===== src/rtl/gpio_pkg.sv =====
// Shared definitions for the Avalon-MM GPIO slave: register map, edge modes, INFO layout.
package gpio_pkg;

   localparam logic [2:0] ADDR_DATA    = 3'd0;
   localparam logic [2:0] ADDR_DIR     = 3'd1;
   localparam logic [2:0] ADDR_IRQMASK = 3'd2;
   localparam logic [2:0] ADDR_EDGECAP = 3'd3;
   localparam logic [2:0] ADDR_OUTSET  = 3'd4;
   localparam logic [2:0] ADDR_OUTCLR  = 3'd5;
   localparam logic [2:0] ADDR_OUTTGL  = 3'd6;
   localparam logic [2:0] ADDR_INFO    = 3'd7;

   typedef enum logic [1:0] {
      EDGE_RISE = 2'd0,
      EDGE_FALL = 2'd1,
      EDGE_ANY  = 2'd2
   } edge_mode_e;

   localparam int INFO_WIDTH_LSB = 0;
   localparam int INFO_MODE_LSB  = 8;

   function automatic logic [31:0] info_word(input int width, input int mode);
      logic [31:0] w;
      w = '0;
      w[INFO_WIDTH_LSB +: 8] = 8'(width);
      w[INFO_MODE_LSB +: 8]  = 8'(mode);
      return w;
   endfunction

endpackage


===== src/rtl/gpio_sync_edge.sv =====
// Multi-stage input synchroniser followed by a one-flop history for per-bit edge detection.
module gpio_sync_edge
   import gpio_pkg::*;
#(
   parameter int WIDTH       = 12,
   parameter int SYNC_STAGES = 2,
   parameter int EDGE_MODE   = 0
) (
   input  logic             clk,
   input  logic             reset_n,
   input  logic [WIDTH-1:0] pin_i,
   output logic [WIDTH-1:0] in_sync_o,
   output logic [WIDTH-1:0] edge_o
);

   logic [WIDTH-1:0] sync_q [SYNC_STAGES];
   logic [WIDTH-1:0] prev_q;
   logic [WIDTH-1:0] rise;
   logic [WIDTH-1:0] fall;

   always_ff @(posedge clk or negedge reset_n) begin
      if (!reset_n) begin
         for (int i = 0; i < SYNC_STAGES; i++) sync_q[i] <= '0;
         prev_q <= '0;
      end else begin
         sync_q[0] <= pin_i;
         for (int i = 1; i < SYNC_STAGES; i++) sync_q[i] <= sync_q[i-1];
         prev_q <= sync_q[SYNC_STAGES-1];
      end
   end

   assign in_sync_o = sync_q[SYNC_STAGES-1];
   assign rise      = in_sync_o & ~prev_q;
   assign fall      = ~in_sync_o & prev_q;

   always_comb begin
      edge_o = rise;
      if (EDGE_MODE == int'(EDGE_FALL))     edge_o = fall;
      else if (EDGE_MODE == int'(EDGE_ANY)) edge_o = rise | fall;
   end

endmodule


===== src/rtl/avalon_gpio_ext.sv =====
// Avalon-MM GPIO slave: direction control, atomic set/clear/toggle, edge capture and masked irq.
module avalon_gpio_ext
   import gpio_pkg::*;
#(
   parameter int          WIDTH       = 12,
   parameter logic [31:0] OUT_RESET   = 32'h0,
   parameter logic [31:0] DIR_RESET   = 32'h0,
   parameter int          SYNC_STAGES = 2,
   parameter int          EDGE_MODE   = 0
) (
   input  logic             clk,
   input  logic             reset_n,
   input  logic [2:0]       address,
   input  logic             chipselect,
   input  logic             write_n,
   input  logic             read_n,
   input  logic [31:0]      writedata,
   output logic [31:0]      readdata,
   input  logic [WIDTH-1:0] gpio_in,
   output logic [WIDTH-1:0] gpio_out,
   output logic [WIDTH-1:0] gpio_oe,
   output logic             irq
);

   logic [WIDTH-1:0] data_out_q, data_out_d;
   logic [WIDTH-1:0] dir_q, dir_d;
   logic [WIDTH-1:0] mask_q, mask_d;
   logic [WIDTH-1:0] cap_q, cap_d;
   logic             irq_q, irq_d;
   logic [31:0]      rdata_q, rdata_d;

   logic [WIDTH-1:0] in_sync;
   logic [WIDTH-1:0] edge_pulse;
   logic [WIDTH-1:0] wd;
   logic [WIDTH-1:0] cap_clr;
   logic [31:0]      rd_val;
   logic             wr, rd;
   logic             unused_wd;

   gpio_sync_edge #(
      .WIDTH       (WIDTH),
      .SYNC_STAGES (SYNC_STAGES),
      .EDGE_MODE   (EDGE_MODE)
   ) u_sync_edge (
      .clk       (clk),
      .reset_n   (reset_n),
      .pin_i     (gpio_in),
      .in_sync_o (in_sync),
      .edge_o    (edge_pulse)
   );

   assign wr        = chipselect & ~write_n;
   assign rd        = chipselect & ~read_n;
   assign wd        = writedata[WIDTH-1:0];
   assign unused_wd = ^writedata;

   always_comb begin
      data_out_d = data_out_q;
      dir_d      = dir_q;
      mask_d     = mask_q;
      cap_clr    = '0;
      if (wr) begin
         case (address)
            ADDR_DATA:    data_out_d = wd;
            ADDR_DIR:     dir_d      = wd;
            ADDR_IRQMASK: mask_d     = wd;
            ADDR_EDGECAP: cap_clr    = wd;
            ADDR_OUTSET:  data_out_d = data_out_q | wd;
            ADDR_OUTCLR:  data_out_d = data_out_q & ~wd;
            ADDR_OUTTGL:  data_out_d = data_out_q ^ wd;
            default:      ;
         endcase
      end
      // a fresh edge overrides a same-cycle clear of that bit
      cap_d = (cap_q & ~cap_clr) | edge_pulse;
      irq_d = |(cap_q & mask_q);
   end

   always_comb begin
      rd_val = '0;
      case (address)
         ADDR_DATA:    rd_val = 32'((dir_q & data_out_q) | (~dir_q & in_sync));
         ADDR_DIR:     rd_val = 32'(dir_q);
         ADDR_IRQMASK: rd_val = 32'(mask_q);
         ADDR_EDGECAP: rd_val = 32'(cap_q);
         ADDR_INFO:    rd_val = info_word(WIDTH, EDGE_MODE);
         default:      rd_val = '0;
      endcase
      rdata_d = rd ? rd_val : rdata_q;
   end

   always_ff @(posedge clk or negedge reset_n) begin
      if (!reset_n) begin
         data_out_q <= OUT_RESET[WIDTH-1:0];
         dir_q      <= DIR_RESET[WIDTH-1:0];
         mask_q     <= '0;
         cap_q      <= '0;
         irq_q      <= 1'b0;
         rdata_q    <= '0;
      end else begin
         data_out_q <= data_out_d;
         dir_q      <= dir_d;
         mask_q     <= mask_d;
         cap_q      <= cap_d;
         irq_q      <= irq_d;
         rdata_q    <= rdata_d;
      end
   end

   assign gpio_out = data_out_q;
   assign gpio_oe  = dir_q;
   assign irq      = irq_q;
   assign readdata = rdata_q;

endmodule


===== config.mk =====
export PLATFORM = sky130hd
export DESIGN_NAME = avalon_gpio_ext
export DESIGN_NICKNAME = d
export VERILOG_FILES = /design/src/rtl/gpio_pkg.sv /design/src/rtl/gpio_sync_edge.sv /design/src/rtl/avalon_gpio_ext.sv
export SDC_FILE = /design/constraint.sdc
export NUM_CORES = 1
export LEC_CHECK = 0
export ABC_CLOCK_PERIOD_IN_PS = 1280
export BUFFER_PORTS_ARGS = -buffer_cell sky130_fd_sc_hd__buf_2
export CAP_MARGIN = 20
export CORE_ASPECT_RATIO = 0.75
export CORE_MARGIN = 5
export CORE_UTILIZATION = 45
export DETAILED_ROUTE_END_ITERATION = 10
export HOLD_SLACK_MARGIN = 0.03
export PLACE_DENSITY_LB_ADDON = 0.1
export SLEW_MARGIN = 20
export SYNTH_ARGS = -nofsm -noshare
export SYNTH_HDL_FRONTEND = slang
export SYNTH_SLANG_ARGS = --single-unit

===== constraint.sdc =====
create_clock -name clk -period 1.28 [get_ports clk]
set_input_delay 0.192 -clock clk [delete_from_list [all_inputs] [get_ports clk]]
set_output_delay 0.192 -clock clk [all_outputs]
set_load 0.05 [all_outputs]

==> results.toml <==
[route]
post-route-drc-count = 0
drtIter0Drc = 207
avgRoutedWirePerCell_microns = 16.68
total_routed_wirelength_mm = 12.69
antenna_left = 0
first_pass_iters = 4
dr_total_vias = 3853
post_drt_via_cell_ratio = 5.063

[setup_path]
critical_path.n_buffers_inverters = 1
regToRegSetupSlack_ns = -0.06
critical_path.startpoint_type = "register"
crit_required_ns = 1.51
r2r-end = "gpio_out[3]$_DFFE_PN0P_"
path_depth_of_the_worst_reg2reg_path = 6
worstPathCellList = "inv_2 -> ha_4 -> nand2b_4 -> a21oi_4 -> o21ai_2 -> a22o_1"
critPathMaxFanout = 3
worst-setup-path-type = "register to register"
timing.rr.start = "gpio_out[3]$_DFFE_PN0P_"
end_kind = "register"
worst_path_dominant_cell_family = "flip-flops"
critical-path-slowest-cell = "dfrtp_2"
critical_path.max_stage_delay_ns = 0.43
critical_path_arrival_ns = 1.57

[floorplanning]
die-area_sq_mm = 0.01276
initial_core_util = 0.4610
boundaryPins = 109
placeableCoreArea_sq_mm = 0.01033
fp-row-count = 32
floorplan.die.width_microns = 128.8
die_h_microns = 99.09

[global_routing]
grt_util_all_layers = 0.2008
largest_net_degree_at_the_start_of_global_routing = 56
antenna_found_initial = 0
grt_first_pass_wirelength_mm = 19.91
grt_pass1_vias = 3803
global_route.overflow_total = 0

[timing]
clock.fmax_mhz = 745.4
final-hold-violation-count = 0
setup_slack_ns = -0.06153
min_period_ns = 1.342
unrepaired_setup_endpoints_after_global_routing = "yes"
timing.final.crit_share = 1.048
layout_skew_ns = 0.005216
setup_viol = 5
timing_max_transition_violations_final = 0

[finish]
area_growth_syn_to_layout_pct = 35.76
utilization = 0.6258
antenna-diode-count = 0
multiInputGateArea_sq_mm = 0.002256
ff_latch_area_sq_mm = 0.002444
number_of_fillers_in_the_final_layout = 874
design.final.nets = 696
final_layout_size_suffix_gt1_frac = 0.3600
most_common_library_cell_in_the_layout_ignoring_fill_and_taps = "dfrtp_1"
commonest_cells_after_routing_fill_and_taps_aside = "84 x dfrtp_1, 67 x buf_4, 58 x nand2_1"
layout.cells.non_filler = 761

[status]
outcome = "complete, but fails checks"
failing_checks = "negative setup slack"

[placement]
post-dp-hpwl_mm = 9.060
globalplace.congestion = 0.8487
dp_cells = 730
place.port_buffers = 68

[power]
power-per-cell-area_mw_per_mm2 = 1440
report.power.total_mw = 9.310
vdd.ir_drop.worst_mv = 1.016
static_leakage_power_nw = 3.071

[synthesis]
yosysSeqAreaShare = 0.5097
synthesis.instances = 484
synthArstFlopShare = 1.000
synthesis.area_sq_mm = 0.004762
synth_warnings = 0
synth_flop_cell = "dfrtp_1"
synth_edf_count = 0
synth_cell_type_count = 38
ys_seq_elements = 97
postSynthAreaPerCell_sq_um = 9.839

[worst_hold_path]
worstHoldEndpoint = "cap_q[5]$_DFF_PN0_"
hold_path_depth = 3
hold_path.class = "primary input to register"
hold_path_startpoint = "writedata[5]"

[clock_tree]
htree_num_levels = 3
ctsLongestPathBuffers = 2
buffer_cell_driving_the_clock_tree_root = "clkbuf_16"
cts.sink_count = 97
numCtsBuffers = 9
clock_latency_ns = 0.34
cts_tree = "done"
clkTransAtPathRegs_ns = 0.06

[flow_run]
maxCapViolations = 0
synth_stat cells (2+ instances only):
cell type | count | area [sq um]
o21a_1 | 2 | 15.01
nor2b_1 | 11 | 68.82
dfrtp_1 | 97 | 2427
inv_1 | 37 | 138.9
buf_6 | 3 | 33.78
mux2i_1 | 20 | 200.2
buf_2 | 14 | 70.07
ha_1 | 24 | 300.3
a221oi_1 | 3 | 26.28
nand2b_1 | 15 | 93.84
or3_1 | 2 | 12.51
o311ai_1 | 3 | 26.28
o311ai_0 | 2 | 17.52
a21oi_1 | 8 | 40.04
o22ai_1 | 11 | 68.82
a22o_1 | 22 | 192.7
buf_4 | 22 | 165.2
a211oi_1 | 2 | 15.01
nor2_1 | 36 | 135.1
nand2_1 | 58 | 217.7
nor3_1 | 7 | 35.03
o21ai_1 | 36 | 180.2
o21ai_0 | 26 | 130.1
clkbuf_1 | 9 | 33.78
final cells by class:
cell class	count	share of cell area
clock inverters	5	0.005032
well taps	136	0.02632
flip-flops and latches	97	0.3780
inverters	38	0.02206
clock buffers	11	0.03600
repair buffers	154	0.1837
multi-input cells	320	0.3489
through the flow:
| stage | worst slack [ns] | TNS, ns | hold WS (ns) | cell area, sq um |
|---|---|---|---|---|
| global placement | -0.1487 | -4.937 | 0.04390 | 5710 |
| finish | -0.06153 | -0.1572 | 0.1659 | 6465 |
| floorplan | -0.1746 | -1.829 | -0.1036 | 4933 |
| detailed placement | -0.1797 | -6.012 | 0.04382 | 5710 |
| CTS | -0.05768 | -0.1764 | 0.1557 | 6299 |
| global route | -0.1590 | -0.6373 | 0.1693 | 6465 |
sequential cells by signal (all words and copies together) (netlist names), 12 cells and up:
name,count
mask_q,12
u_sync_edge.in_sync_o,12
cap_q,12
gpio_oe,12
readdata,12
u_sync_edge.prev_q,12
gpio_out,12
u_sync_edge.sync_q,12
how the worst max path moves through the flow:
stage                            start                       to  slack [ns]  cells after the start
2_1_floorplan  gpio_out[0]$_DFFE_PN0P_  gpio_out[0]$_DFFE_PN0P_       -0.17                      6
3_3_place_gp                   write_n       cap_q[2]$_DFF_PN0_       -0.15                      7
3_5_place_dp                address[2]  gpio_out[8]$_DFFE_PN0P_       -0.18                      5
4_1_cts        gpio_out[7]$_DFFE_PN0P_  gpio_out[7]$_DFFE_PN0P_       -0.06                      6
5_1_grt        gpio_out[5]$_DFFE_PN0P_  gpio_out[5]$_DFFE_PN0P_       -0.16                      6
6_report       gpio_out[3]$_DFFE_PN0P_  gpio_out[3]$_DFFE_PN0P_       -0.06                      6
tightest hold or removal path: cells and delay by family:
family / cells / cell delay [ns]
AND/OR/NAND/NOR: 1 / 0.06
AO/OA/AOI/OAI: 1 / 0.11
buffers and inverters: 1 / 0.11
report_power, final:
group          switching [mW]  internal, mW  total, mW
registers               0.303          3.45       3.75
logic                    1.90          1.22       3.12
clock network            1.13          1.31       2.44
cells by family after synthesis:
| kind of cell | count (synthesis) | share of synthesized area |
|---|---|---|
| other cells | 1 | 0.0007875 |
| compound gates | 120 | 0.1590 |
| fa+ha+maj | 25 | 0.06542 |
| buf+inv | 86 | 0.09354 |
| simple gates | 135 | 0.1295 |
| flops | 97 | 0.5097 |
| mux | 20 | 0.04204 |
timing repair:
| action | in CTS | in global routing |
|---|---|---|
| setup endpoints to repair | 22 | 29 |
| endpoints found under the hold margin | 109 | 0 |
| hold buffers | 13 | 0 |
| pin swaps | 9 | 13 |
| buffers inserted | 2 | 0 |
| resized for setup | 44 | 37 |
per-layer routing:
metal / share of wire / track usage
met2: 0.44 / 0.2906
met1: 0.48 / 0.3015
met4: 0.013 / 0.05488
met3: 0.068 / 0.04724
met5: 0 / 0
(Power assumes the default switching activity.)
